**src/rtl/packed_sat_alu_seq_if.sv**
```systemverilog
// Handshake and data bundle for the packed saturating/wrapping lane ALU.
// The master drives a request (start/op/a/b); the slave answers with
// busy/done and the packed result plus per-lane overflow flags.
interface packed_sat_alu_seq_if #(
  parameter int DATA_W = 16,
  parameter int LANE_W = 4
);
  localparam int NLANES = DATA_W / LANE_W;

  logic              start;
  logic [1:0]        op;
  logic [DATA_W-1:0] a;
  logic [DATA_W-1:0] b;
  logic              busy;
  logic              done;
  logic [DATA_W-1:0] res;
  logic [NLANES-1:0] ovf;

  // Requester side (pipeline execute stage).
  modport master (
    output start, op, a, b,
    input  busy, done, res, ovf
  );

  // ALU side.
  modport slave (
    input  start, op, a, b,
    output busy, done, res, ovf
  );
endinterface

```
**src/rtl/packed_sat_alu_seq.sv**
```systemverilog
// Multi-cycle packed-lane add/sub unit. Operands are split into NLANES
// independent two's-complement lanes of LANE_W bits. A single LANE_W-bit
// adder is reused, one lane per cycle, LSB lane first. Each lane either
// saturates or wraps on signed overflow and reports its own overflow flag.
//
// op encoding: op[0] selects subtract, op[1] selects wrap (else saturate).
// Timeline for a start sampled at edge T: busy for NLANES cycles, then a
// single done cycle in which res/ovf already carry the new result.
module packed_sat_alu_seq #(
  parameter int DATA_W = 16,
  parameter int LANE_W = 4
) (
  input logic                 clk,
  input logic                 rst_n,
  packed_sat_alu_seq_if.slave bus
);

  localparam int NLANES = DATA_W / LANE_W;
  localparam int IDX_W  = (NLANES > 1) ? $clog2(NLANES) : 1;
  localparam logic [IDX_W-1:0]  LAST_IDX = IDX_W'(NLANES - 1);
  localparam logic [IDX_W-1:0]  IDX_ONE  = IDX_W'(1);
  localparam logic [LANE_W-1:0] SAT_MAX  = {1'b0, {(LANE_W-1){1'b1}}};
  localparam logic [LANE_W-1:0] SAT_MIN  = {1'b1, {(LANE_W-1){1'b0}}};
  localparam int MSB = LANE_W - 1;

  typedef enum logic [1:0] {
    S_IDLE = 2'd0,
    S_BUSY = 2'd1,
    S_DONE = 2'd2
  } state_t;

  state_t            state_q;
  logic [IDX_W-1:0]  idx_q;
  logic [DATA_W-1:0] a_q;
  logic [DATA_W-1:0] b_q;
  logic [1:0]        op_q;
  logic [DATA_W-1:0] acc_q;
  logic [NLANES-1:0] acc_ovf_q;
  logic              busy_q;
  logic              done_q;
  logic [DATA_W-1:0] res_q;
  logic [NLANES-1:0] ovf_q;

  // Next accumulator image with the current lane merged in.
  logic [DATA_W-1:0] acc_d;
  logic [NLANES-1:0] acc_ovf_d;

  // Captured operands viewed lane by lane.
  logic [LANE_W-1:0] a_lane [NLANES];
  logic [LANE_W-1:0] b_lane [NLANES];
  logic [NLANES-1:0] lane_hit;

  // Shared single-lane datapath.
  logic [LANE_W-1:0] lane_a;
  logic [LANE_W-1:0] lane_b_eff;
  logic [LANE_W-1:0] lane_s;
  logic              lane_ovf;
  logic [LANE_W-1:0] lane_res;
  logic              op_sub;
  logic              op_wrap;

  assign op_sub  = op_q[0];
  assign op_wrap = op_q[1];

  // Per-lane slicing of the captured operands and merge of the lane result
  // into the accumulator. Only the lane under the index is replaced, and only
  // while actually processing, so all other lanes hold their earlier values.
  for (genvar gi = 0; gi < NLANES; gi++) begin : g_lane
    assign a_lane[gi]   = a_q[gi*LANE_W +: LANE_W];
    assign b_lane[gi]   = b_q[gi*LANE_W +: LANE_W];
    assign lane_hit[gi] = (state_q == S_BUSY) && (idx_q == IDX_W'(gi));
    assign acc_d[gi*LANE_W +: LANE_W] =
        lane_hit[gi] ? lane_res : acc_q[gi*LANE_W +: LANE_W];
    assign acc_ovf_d[gi] = lane_hit[gi] ? lane_ovf : acc_ovf_q[gi];
  end

  // One lane of add/sub with overflow detect and optional saturation.
  // Subtraction is a + ~b + 1; with b inverted the add-overflow rule
  // (equal input signs, differing result sign) also covers subtraction.
  // No carry leaves the lane: the sum is truncated to LANE_W bits.
  always_comb begin
    lane_a     = a_lane[idx_q];
    lane_b_eff = op_sub ? ~b_lane[idx_q] : b_lane[idx_q];
    lane_s     = lane_a + lane_b_eff + LANE_W'(op_sub);
    lane_ovf   = (lane_a[MSB] == lane_b_eff[MSB]) && (lane_s[MSB] != lane_a[MSB]);
    lane_res   = lane_s;
    if (lane_ovf && !op_wrap) begin
      lane_res = lane_a[MSB] ? SAT_MIN : SAT_MAX;
    end
  end

  // Control FSM with registered busy/done and result outputs. A start is
  // accepted only in IDLE or DONE; while BUSY the request inputs are ignored
  // and only the captured copies feed the datapath.
  always_ff @(posedge clk or negedge rst_n) begin
    if (!rst_n) begin
      state_q   <= S_IDLE;
      idx_q     <= '0;
      a_q       <= '0;
      b_q       <= '0;
      op_q      <= '0;
      acc_q     <= '0;
      acc_ovf_q <= '0;
      busy_q    <= 1'b0;
      done_q    <= 1'b0;
      res_q     <= '0;
      ovf_q     <= '0;
    end else begin
      case (state_q)
        S_IDLE: begin
          done_q <= 1'b0;
          if (bus.start) begin
            a_q     <= bus.a;
            b_q     <= bus.b;
            op_q    <= bus.op;
            idx_q   <= '0;
            busy_q  <= 1'b1;
            state_q <= S_BUSY;
          end
        end

        S_BUSY: begin
          acc_q     <= acc_d;
          acc_ovf_q <= acc_ovf_d;
          if (idx_q == LAST_IDX) begin
            // Last lane: publish the full result on the edge entering DONE.
            res_q   <= acc_d;
            ovf_q   <= acc_ovf_d;
            idx_q   <= '0;
            busy_q  <= 1'b0;
            done_q  <= 1'b1;
            state_q <= S_DONE;
          end else begin
            idx_q <= idx_q + IDX_ONE;
          end
        end

        S_DONE: begin
          done_q <= 1'b0;
          if (bus.start) begin
            // Back-to-back request: no idle bubble.
            a_q     <= bus.a;
            b_q     <= bus.b;
            op_q    <= bus.op;
            idx_q   <= '0;
            busy_q  <= 1'b1;
            state_q <= S_BUSY;
          end else begin
            state_q <= S_IDLE;
          end
        end

        default: begin
          busy_q  <= 1'b0;
          done_q  <= 1'b0;
          idx_q   <= '0;
          state_q <= S_IDLE;
        end
      endcase
    end
  end

  assign bus.busy = busy_q;
  assign bus.done = done_q;
  assign bus.res  = res_q;
  assign bus.ovf  = ovf_q;

endmodule

```
**src/flat_wrapper.sv**
```systemverilog
// flat-port wrapper written by rule: the top's interface ports become plain ports
module packed_sat_alu_seq_flat 
#(
  parameter int DATA_W = 16,
  parameter int LANE_W = 4
)
  (clk, rst_n, bus_start, bus_op, bus_a, bus_b, bus_busy, bus_done, bus_res, bus_ovf);
  packed_sat_alu_seq_if #(.DATA_W(DATA_W), .LANE_W(LANE_W)) bus_i ();
  input logic clk;
  input logic rst_n;
  input wire logic [$bits(bus_i.start)-1:0] bus_start;
  input wire logic [$bits(bus_i.op)-1:0] bus_op;
  input wire logic [$bits(bus_i.a)-1:0] bus_a;
  input wire logic [$bits(bus_i.b)-1:0] bus_b;
  output wire logic [$bits(bus_i.busy)-1:0] bus_busy;
  output wire logic [$bits(bus_i.done)-1:0] bus_done;
  output wire logic [$bits(bus_i.res)-1:0] bus_res;
  output wire logic [$bits(bus_i.ovf)-1:0] bus_ovf;
  assign bus_i.start = bus_start;
  assign bus_i.op = bus_op;
  assign bus_i.a = bus_a;
  assign bus_i.b = bus_b;
  assign bus_busy = bus_i.busy;
  assign bus_done = bus_i.done;
  assign bus_res = bus_i.res;
  assign bus_ovf = bus_i.ovf;
  packed_sat_alu_seq #(.DATA_W(DATA_W), .LANE_W(LANE_W)) u_core (.clk(clk), .rst_n(rst_n), .bus(bus_i));
endmodule
```
**config.mk**
```make
export PLATFORM = sky130hd
export DESIGN_NAME = packed_sat_alu_seq_flat
export DESIGN_NICKNAME = d
export VERILOG_FILES = /design/src/rtl/packed_sat_alu_seq_if.sv /design/src/rtl/packed_sat_alu_seq.sv /design/src/flat_wrapper.sv
export SDC_FILE = /design/constraint.sdc
export NUM_CORES = 1
export LEC_CHECK = 0
export BUFFER_PORTS_ARGS = -buffer_cell sky130_fd_sc_hd__buf_2
export CORE_ASPECT_RATIO = 1.5
export CORE_MARGIN = 10
export CORE_UTILIZATION = 49
export DETAILED_ROUTE_END_ITERATION = 6
export GPL_ROUTABILITY_DRIVEN = 0
export GPL_TIMING_DRIVEN = 0
export PLACE_DENSITY = 0.74
export RECOVER_POWER = 50
export SLEW_MARGIN = 20
export SYNTH_ARGS = -nofsm -noshare
export SYNTH_HDL_FRONTEND = slang
export SYNTH_SLANG_ARGS = --single-unit
```
**constraint.sdc**
```tcl
create_clock -name clk -period 5.4 [get_ports clk]
set_clock_uncertainty 0.15 [all_clocks]
set_input_delay 0.81 -clock clk [delete_from_list [all_inputs] [get_ports clk]]
set_output_delay 0.81 -clock clk [all_outputs]
set_load 0.05 [all_outputs]
```
==> flow_summary.json <==
{
  "status": "complete, but fails checks",
  "violations": "max-capacitance violations, max-slew violations",
  "cp.required_ns": 5.44,
  "synth_area_um2": 3371,
  "place_area_um2": 3789,
  "synthDistinctLibCells": 40,
  "die-area_um2": 10670,
  "cpPeakStageDelay_ns": 0.66,
  "r2r_setup_slack_ns": 1.65,
  "yosysMostFrequentCell": "dfrtp_1",
  "io_pins": 59,
  "grt_pass1_vias": 2389,
  "cts_buffers": 9,
  "gr-usage-all-layers_pct": 13.79,
  "cts_tree": "built",
  "wl_um": 6989,
  "ctsHoldBuffers": 0,
  "fin_crit_ns": 3.749,
  "core-area_um2": 6759,
  "path_max_fanout": 10,
  "timing.fmax_ghz": 0.2667,
  "synth-edff-count": 0,
  "antenna_found_initial": 0,
  "critPathCapture": "u_core.bus.res[1]",
  "grt-ovfl-total": 0,
  "postSynthCellCount": 264,
  "root_buffer": "clkbuf_8",
  "clkSinkCount": 75,
  "tightest_slew_ns": 1.603,
  "cts_resized": 0,
  "clk_pin_slew_ns": 0.07,
  "hpwl_um": 5285,
  "post_cts_buffers": 0,
  "setup_tns_ns": 0,
  "drc": 0,
  "ant_nets": 0,
  "drt_iter0_drc": 85,
  "avgRoutedWirePerCell_um": 16.84,
  "final_area_um2": 3976,
  "rows": 37,
  "synth_seq_cells": 75,
  "area_delta_synth_final_pct": 17.97,
  "yosys_warnings": 0,
  "cpMaxStageDelayCell": "mux4_1",
  "cap_viol_max_count": 1,
  "yosysTopAreaCell": "dfrtp_1",
  "ys_top_cells_by_area": "dfrtp_1 56%, mux2_2 12%, nand2_1 4.0%",
  "setup_viol": 0,
  "hold_viol": 0,
  "crit_path_start_kind": "register",
  "reg2reg_from": "u_core.idx_q[0]",
  "avgSynthCellArea_um2": 12.77,
  "seq_area_frac_synth_pct": 55.68,
  "synth_commonest_cells": "75 x dfrtp_1, 37 x mux2_2, 36 x nand2_1",
  "cts_buffer_depth": 2,
  "synth.net_count": 308,
  "grt_max_degree": 49,
  "htreeDepth": 3,
  "fill_cells": 576,
  "synthArstFlopShare_pct": 100.0,
  "synth_top_area_share_pct": 55.68,
  "r2r_cells": 8,
  "dr.pass1.iters": 4,
  "initial_core_util_pct": 49.87,
  "grt_setup_unrepaired": "false",
  "end_kind": "register",
  "path_class": "reg2reg",
  "yosys_most_used_dff": "dfrtp_1",
  "crit_arrival_ns": 3.79,
  "startpoint": "u_core.idx_q[0]",
  "slew_violations": 28,
  "r2r-end": "u_core.bus.res[1]",
  "path_cells": "clkbuf_1, mux4_1, xor2_1, ha_1, a21o_2, a41o_4, o21ai_1, o221ai_1",
  "min_period_over_period_pct": 69.43,
  "via_per_inst": 5.422,
  "worst_hold_path_type": "reg2reg",
  "clock_latency_ns": 0.35,
  "die_x_um": 87.72,
  "max-slew-margin-rel_pct": -6.896,
  "die_h_um": 121.6,
  "io_buffers": 58,
  "diodes": 0,
  "grt_pass1_wl_um": 11550,
  "drive_gt1_share_pct": 37.39,
  "nets": 378,
  "vias": 2250
}
-- per-layer routing --
metal	vias to the layer above	track usage, %	wire length, µm
li1	1083	-	-
met1	1090	15.71	2774
met2	63	23.08	3636
met3	14	3.073	396
met4	0	7.800	182
met5	-	0	0
-- per-stage QoR --
step / hold WS [ns] / worst slack [ns] / utilization (%) / cells
global placement: 0.3001 / 2.170 / 55.61 / 400
detailed placement: 0.3038 / 2.133 / 56.05 / 401
CTS: 0.2320 / 2.108 / 59.02 / 415
global route: 0.3413 / 1.450 / 58.83 / 415
floorplan: 0.2860 / 2.477 / - / 264
finish: 0.3181 / 1.651 / 58.83 / 415
-- critical path: cells and delay by family, from the launching register on --
kind / cells / cell delay, ns
xor+xnor: 1 / 0.16
fa+ha+maj: 1 / 0.34
flops: 1 / 0.47
mux: 1 / 0.66
compound gates: 4 / 1.19
buf+inv: 1 / 0.62
-- final cells by class --
cell class | instances | area (µm²) | share of cell area (%)
buffer | 12 | 56.30 | 1.416
clock buffer | 12 | 165.2 | 4.154
clock inverter | 2 | 35.03 | 0.8811
inverter | 6 | 22.52 | 0.5664
multi-input combinational | 171 | 1408 | 35.40
sequential | 75 | 1877 | 47.20
tap | 78 | 97.59 | 2.454
timing repair buffer | 59 | 315.3 | 7.930
-- state kept, by name, indices dropped and copies added (netlist names) --
| register | count |
|---|---|
| u_core.idx_q | 2 |
| u_core.bus.done | 1 |
| u_core.bus.res | 16 |
| u_core.a_q | 16 |
| u_core.bus.busy | 1 |
| u_core.op_q | 2 |
| u_core.acc_ovf_q | 3 |
| u_core.state_q | 2 |
| u_core.acc_q | 12 |
| u_core.bus.ovf | 4 |
| u_core.b_q | 16 |
-- worst min-delay path by stage --
stage	start	end	slack, ns	cells after the start
after floorplan	u_core.acc_ovf_q[0]	u_core.acc_ovf_q[0]	0.29	2
after global placement	u_core.acc_ovf_q[1]	u_core.acc_ovf_q[1]	0.30	2
after detailed placement	u_core.acc_ovf_q[2]	u_core.acc_ovf_q[2]	0.30	2
after CTS	rst_n	u_core.bus.res[9]	0.23	1
after global routing	u_core.acc_ovf_q[0]	u_core.acc_ovf_q[0]	0.34	2
final	u_core.acc_ovf_q[1]	u_core.acc_ovf_q[1]	0.32	2
-- layout by cell type, fill, tap and decap left out, drive strengths merged --
master,synthesis,layout
mux2,38,38
and2b,1,1
ha,6,6
xnor2,1,1
or2,1,1
dfrtp,75,75
o21bai,1,1
nor2,10,10
bufinv,0,1
mux4,7,7
nor2b,2,2
mux2i,4,4
nand2b,2,2
a21oi,2,2
a21o,2,2
xor2,4,4
a22oi,1,1
inv,5,5
o22ai,1,1
a2bb2oi,1,1
clkbuf,9,24
nand2,39,39
a41o,1,1
clkinv,1,2
o21ai,24,24
nand3,6,6
fa,1,1
o31ai,1,1
buf,3,59
o221ai,12,12
o32ai,1,1
a21boi,2,2
-- logic make-up (layout without fill, tap and decap cells) --
logic type | after synthesis | in the layout | share of synthesized area (%)
adders and majority gates | 7 | 7 | 2.821
AOI/OAI and AO/OA | 49 | 49 | 10.54
xor gates and xnor gates | 5 | 5 | 1.522
and+or+nand+nor | 61 | 61 | 7.758
muxes | 49 | 49 | 19.12
buffers and inverters | 18 | 91 | 2.561
DFF | 75 | 75 | 55.68
Power is left out: the tool's default activity adds up to more than one toggle a clock period on the data nets, which glitch-free logic cannot reach.
